[config.mk]
export PLATFORM = sky130hd
export DESIGN_NAME = nrisc_reg_bank
export DESIGN_NICKNAME = d
export VERILOG_FILES = /design/src/rtl/nrisc_reg_bank.sv
export SDC_FILE = /design/constraint.sdc
export NUM_CORES = 1
export LEC_CHECK = 0
export CORE_MARGIN = 1
export CORE_UTILIZATION = 60
export CTS_CLUSTER_SIZE = 12
export DETAILED_ROUTE_END_ITERATION = 7
export HOLD_SLACK_MARGIN = 0.1
export PLACE_DENSITY_LB_ADDON = 0.25
export RECOVER_POWER = 50
export SLEW_MARGIN = 20
export SYNTH_ARGS = -nofsm -noshare
export SYNTH_HDL_FRONTEND = slang
export SYNTH_SLANG_ARGS = --single-unit
[constraint.sdc]
create_clock -name clk -period 4.1 [get_ports clk]
set_input_delay 0.41 -clock clk [delete_from_list [all_inputs] [get_ports clk]]
set_output_delay 0.41 -clock clk [all_outputs]
set_load 0.01 [all_outputs]
[src/rtl/nrisc_reg_bank.sv]
// 16-entry register bank with a write-back port, two bypassed combinational read ports,
// and a per-register pending-write scoreboard for read-after-write hazard detection.
module nrisc_reg_bank #(
  parameter int TAM = 16
) (
  input  logic           clk,
  input  logic           rst_n,
  input  logic           wb_en,
  input  logic [3:0]     wb_sel,
  input  logic [TAM-1:0] wb_data,
  input  logic [3:0]     rd_selA,
  input  logic [3:0]     rd_selB,
  output logic [TAM-1:0] rd_A,
  output logic [TAM-1:0] rd_B,
  input  logic           rsv_en,
  input  logic [3:0]     rsv_sel,
  output logic           busyA,
  output logic           busyB,
  output logic [15:0]    busy_vec
);

  logic [TAM-1:0] regs_q [16];
  logic [TAM-1:0] regs_d [16];
  logic [15:0]    busy_q;
  logic [15:0]    busy_d;
  logic           hit_a;
  logic           hit_b;

  // Reserve is applied after the write-back clear so it wins on a same-index collision.
  always_comb begin
    for (int i = 0; i < 16; i++) begin
      regs_d[i] = regs_q[i];
    end
    busy_d = busy_q;
    if (wb_en) begin
      regs_d[wb_sel] = wb_data;
      busy_d[wb_sel] = 1'b0;
    end
    if (rsv_en) begin
      busy_d[rsv_sel] = 1'b1;
    end
  end

  always_ff @(posedge clk or negedge rst_n) begin
    if (!rst_n) begin
      for (int i = 0; i < 16; i++) begin
        regs_q[i] <= '0;
      end
      busy_q <= '0;
    end else begin
      for (int i = 0; i < 16; i++) begin
        regs_q[i] <= regs_d[i];
      end
      busy_q <= busy_d;
    end
  end

  // Bypass is suppressed during reset so the read ports stay at zero while rst_n is low.
  assign hit_a = rst_n && wb_en && (wb_sel == rd_selA);
  assign hit_b = rst_n && wb_en && (wb_sel == rd_selB);

  assign rd_A     = hit_a ? wb_data : regs_q[rd_selA];
  assign rd_B     = hit_b ? wb_data : regs_q[rd_selB];
  assign busyA    = busy_q[rd_selA] && !hit_a;
  assign busyB    = busy_q[rd_selB] && !hit_b;
  assign busy_vec = busy_q;

endmodule

* Yosys cells after proc, flatten, opt, wreduce, memory -nomap -nowiden
Index checks and enable logic that the tools add are counted.
** Storage, ports and cells
- Register bits after elaboration :: 272
- Input bits :: 36
- Output and inout bits :: 50
- Logic and storage cells :: 66
** Cells by class
- $lt $le $gt $ge :: 10
- Equality and inequality tests :: 2
- Multiplexer cells :: 21
- Bitwise logic cells :: 6
- Reduce and logical (&&, ||, !) cells :: 10
** Operators by type and width (count)
- bitwise mux 256 bit :: 1
- two-way mux 16 bit :: 9
- binary-select mux 16 bit (select 4 bit) :: 2
- demux 16 bit (select 4 bit) :: 1
- less-than comparator 4 x 5 -> 1 bit (second input constant) :: 4
- bitwise AND 16 bit :: 1
- NOT 16 bit :: 1
- bitwise OR 16 bit :: 1
- >= comparator 5 bit (second input constant) :: 3
- NOT 4 -> 5 bit :: 3
- binary-select mux 1 bit (select 4 bit) :: 2
- demux 1 bit (select 4 bit) :: 2
- equality test 4 bit :: 2
- >= comparator 4 x 1 -> 1 bit (second input constant) :: 2
- logical AND 1 bit :: 8
- less-than comparator 5 x 1 -> 1 bit (second input constant) :: 1
- two-way mux 1 bit :: 4
- logical NOT 1 bit :: 2

* Depth between registers and ports, before layout
- Depth in word-level cells :: 9
- Depth in mapped cells :: 8
- Depth with buffers taken out :: 4

* Worst setup path after synthesis
OpenSTA, ideal clock, no wires.
- Path type :: in2out
- Start :: input port rd_selB[0]
- End :: output port rd_B[0]
- Arrival time :: 1.818 ns
- Required time :: 3.690 ns
- Setup slack :: 1.872 ns
- Stages :: 6
- Path buffers :: 2
- Path through :: buf_6 buf_2 mux4_2 mux2i_1 mux2i_1 mux2_2
** Between the ends
- Cells in the longest elaborated chain, start to end :: 5
- Elaborated cells on any way between the ends :: 7
- Classes of those cells :: eq/ne: 1; mux: 4; bitwise: 1; reduce/logical: 1
** Ends and longest elaborated chain
- start, declared :: line 12 : input logic [3:0] rd_selB,
- NOT 4 -> 5 bit (not written as such) :: line 63 : assign rd_B = hit_b ? wb_data : regs_q[rd_selB];
- binary-select mux 16 bit (select 4 bit) :: line 63
- two-way mux 16 bit (not written as such) (2 in a row) :: line 63
- two-way mux 16 bit * :: line 63
- end, declared :: line 14 : output logic [TAM-1:0] rd_B,
Every way passes the cells marked *; elsewhere a longest branch is shown, timed or not. The select of a mux whose other input is x is not followed.

* Worst setup path in the final report
- Start :: input port rst_n
- End :: output port rd_B[11]
** Between the ends
- Cells in the longest elaborated chain, start to end :: 3
** Ends and longest elaborated chain
- start, declared :: line 7 : input logic rst_n,
- logical AND 1 bit (2 in a row) :: line 60 : assign hit_b = rst_n && wb_en && (wb_sel == rd_selB);
- two-way mux 16 bit :: line 63
No other way between the ends.

==> results.ini <==
[floorplan]
initial_core_util_pct=61.6
core_area_um2=24500
num_rows=57
die_w_um=161
die-area_um2=25800
pin_count=86
die_h_um=161

[grt]
grt_pass1_vias=9827
grt_usage_pct=30.9
grt_antenna_before_repair=2
grt_max_degree=168
grt_pass1_wl_um=59600
grt.overflow.total=0

[final_layout]
fin_nets=1077
syn_to_final_growth_pct=14.2
num_antenna_cells=0
stdcell_count=1389
drive_gt1_share_pct=49.2
final_util_pct=70.3
n_fill_cell=1660

[placed_design]
dp.cells=1332
hpwl_um=24400
gp_congestion=0.855
port_buffers=85

[timing]
skew_ps=0
period_needed_ps=3680
fin_crit_sh_pct=89.7
drv_slew=168
finalSetupTns_ps=0
worstMarginPinSlew_ps=2300
slew-limit-headroom_pct=-53.3
whs_ps=352
rsz0062_at_grt=no
hold_violations=0
setup-violations-final=0
fmax_ghz=0.272

[power_and_ir_drop]
p_leak_nw=7.27
vdd_drop_max_mv=0.351
p_per_area_nw_per_um2=510

[clock_tree]
post_cts_buffers=0
clkTransAtPathRegs_ps=60
cts_buffer_depth=3
h-tree-depth=1
clk_latency_ps=550
cts_tree=done
clockRootBuffer=clkbuf_16
cts.repair.resized=0
cts.sinks=272
numCtsBuffers=30

[synth]
synth_top_flop_cell=dfrtp_1
synth_top_family_by_area=multiplexers
syn-num-nets=1008
yosysMostFrequentCell=mux2_2
synthTopCellsByCount=mux2_2, dfrtp_1, mux4_2, mux2i_1, buf_2
yosys.area_share.simple_pct=1.77
ys_warn_count=0
synth.distinct_cells=34
synthArstFlopShare_pct=100
ys_ff_latch=272
synth_xor_xnor_area_share_pct=0.348
synth_seq_area_share_pct=45.1
netlist_area_um2=15100
syn_avg_cell_area_um2=15.5
synth_edf_count=0
yosysTopAreaCellShare_pct=45.1
synth_cells=972
synth.area.top_cells=dfrtp_1, mux2_2, mux4_2
synth_compound_area_share_pct=1.23
synth_top_area_cell=dfrtp_1
muxShareOfSynthArea_pct=48.4
synthAdderAreaFrac_pct=0

[detailed_routing]
final_antenna_net_count=0
drt-wirelength-per-cell_um=27.7
drc=0
vias=9334
viasPerCell=6.72
first_pass_iters=7
routed_wl_um=38400
drt_iter0_drc=740

[worst_setup_path]
cp-end-kind=output port
worst_ep_arrival_time_ps=3270
critPathMaxFanout=54
required_ps=3690
crit_slowest_cell=dlygate4sd3_1
max_stage_delay_ps=560
startpoint_type=primary input
critPathKind=in -> out
cp_cell_sequence=dlygate4sd3_1 -> buf_8 -> nand2_1 -> a221oi_2 -> nand3_2 -> mux2_2 -> clkdlybuf4s50_1

[run_status]
status=complete, but fails checks
violations=max-capacitance violations, max-slew violations

[worst_hold_path]
hold_class=in -> async

[job]
cap_violations=1

## cell families (layout without fill, tap and decap cells)
kind of cell / Yosys count / in the layout
muxes: 523 / 523
DFF: 272 / 272
buffers and inverters: 93 / 186
and+or+nand+nor: 49 / 49
AOI/OAI and AO/OA: 29 / 29
xor gates and xnor gates: 6 / 6
## worst paths after layout
path | start | endpoint | slack [ps] | cells after the start
setup / recovery | rst_n | rd_B[11] | 420 | 7
hold / removal | rst_n | regs_q[242]$_DFFE_PN0P_ | 350 | 2
setup reg to reg | regs_q[215]$_DFFE_PN0P_ | regs_q[215]$_DFFE_PN0P_ | 3270 | 1
hold reg to reg | regs_q[224]$_DFFE_PN0P_ | regs_q[224]$_DFFE_PN0P_ | 510 | 1
max in group asynchronous | rst_n | regs_q[99]$_DFFE_PN0P_ | 1050 | 3
min in group clk | regs_q[224]$_DFFE_PN0P_ | regs_q[224]$_DFFE_PN0P_ | 510 | 1
## where the power goes
part / switching, mW / internal (mW) / total [mW]
Clock: 1.08 / 1.60 / 2.69
Sequential: 0.462 / 3.31 / 3.78
Combinational: 0.848 / 1.49 / 2.34
## per-stage QoR
stage	area [µm²]	power, mW	setup WS (ps)
5_1_grt	17300	9.18	268
3_5_place_dp	16300	6.14	782
3_3_place_gp	16300	6.03	894
6_report	17300	8.80	424
2_1_floorplan	15100	5.31	1870
4_1_cts	17300	8.84	387
## timing repair
action	4_1_cts	5_1_grt
endpoints found under the hold margin	51	0
hold buffers	1	0
setup endpoints to repair	0	0
## registers in the layout, indices dropped and copies added, names as in the netlist
register  count
regs_q      256
busy_vec     16
## area by class of cell
class	count	area, µm²	area share (%)
Timing Repair Buffer	127	1230	7.11
Clock buffer	48	890	5.16
Inverter	3	11.3	0.0653
Sequential cell	272	6810	39.5
Tap cell	324	405	2.35
Clock inverter	8	93.8	0.544
Multi-Input combinational cell	607	7820	45.3
## critical path, delay by kind of cell
family                 cells  cell delay [ps]
buffers and inverters      3             1400
muxes                      1              480
and+or+nand+nor            2              710
AOI/OAI and AO/OA          1              230
## per-layer routing
metal	vias to the layer above	global-route usage (%)	part of all wire, %
met5	-	0	0.070
met4	4	12.5	3.9
met3	97	5.14	6.5
met2	363	50.7	50
met1	4972	41.5	40
li1	3898	-	-
## cells in the final DEF (no fill, tap or decap), types with 3 or more instances in the layout
master and count:
mux2i_1 97, buf_2 3, buf_12 7, clkbuf_16 31, xnor2_1 5, clkbuf_8 5
inv_1 3, mux4_2 134, clkdlybuf4s50_1 75, buf_4 34, nand2b_1 9, nand3_1 4
nor2_2 7, nor2_1 5, nand2_1 14, clkbuf_1 13, mux2_2 286, clkinv_2 5
nand3b_1 4, dlygate4sd3_1 3, o31ai_1 4, mux2_1 3, dfrtp_1 272, o21ai_0 20
Note: power is estimated with default switching activity, not from simulation.
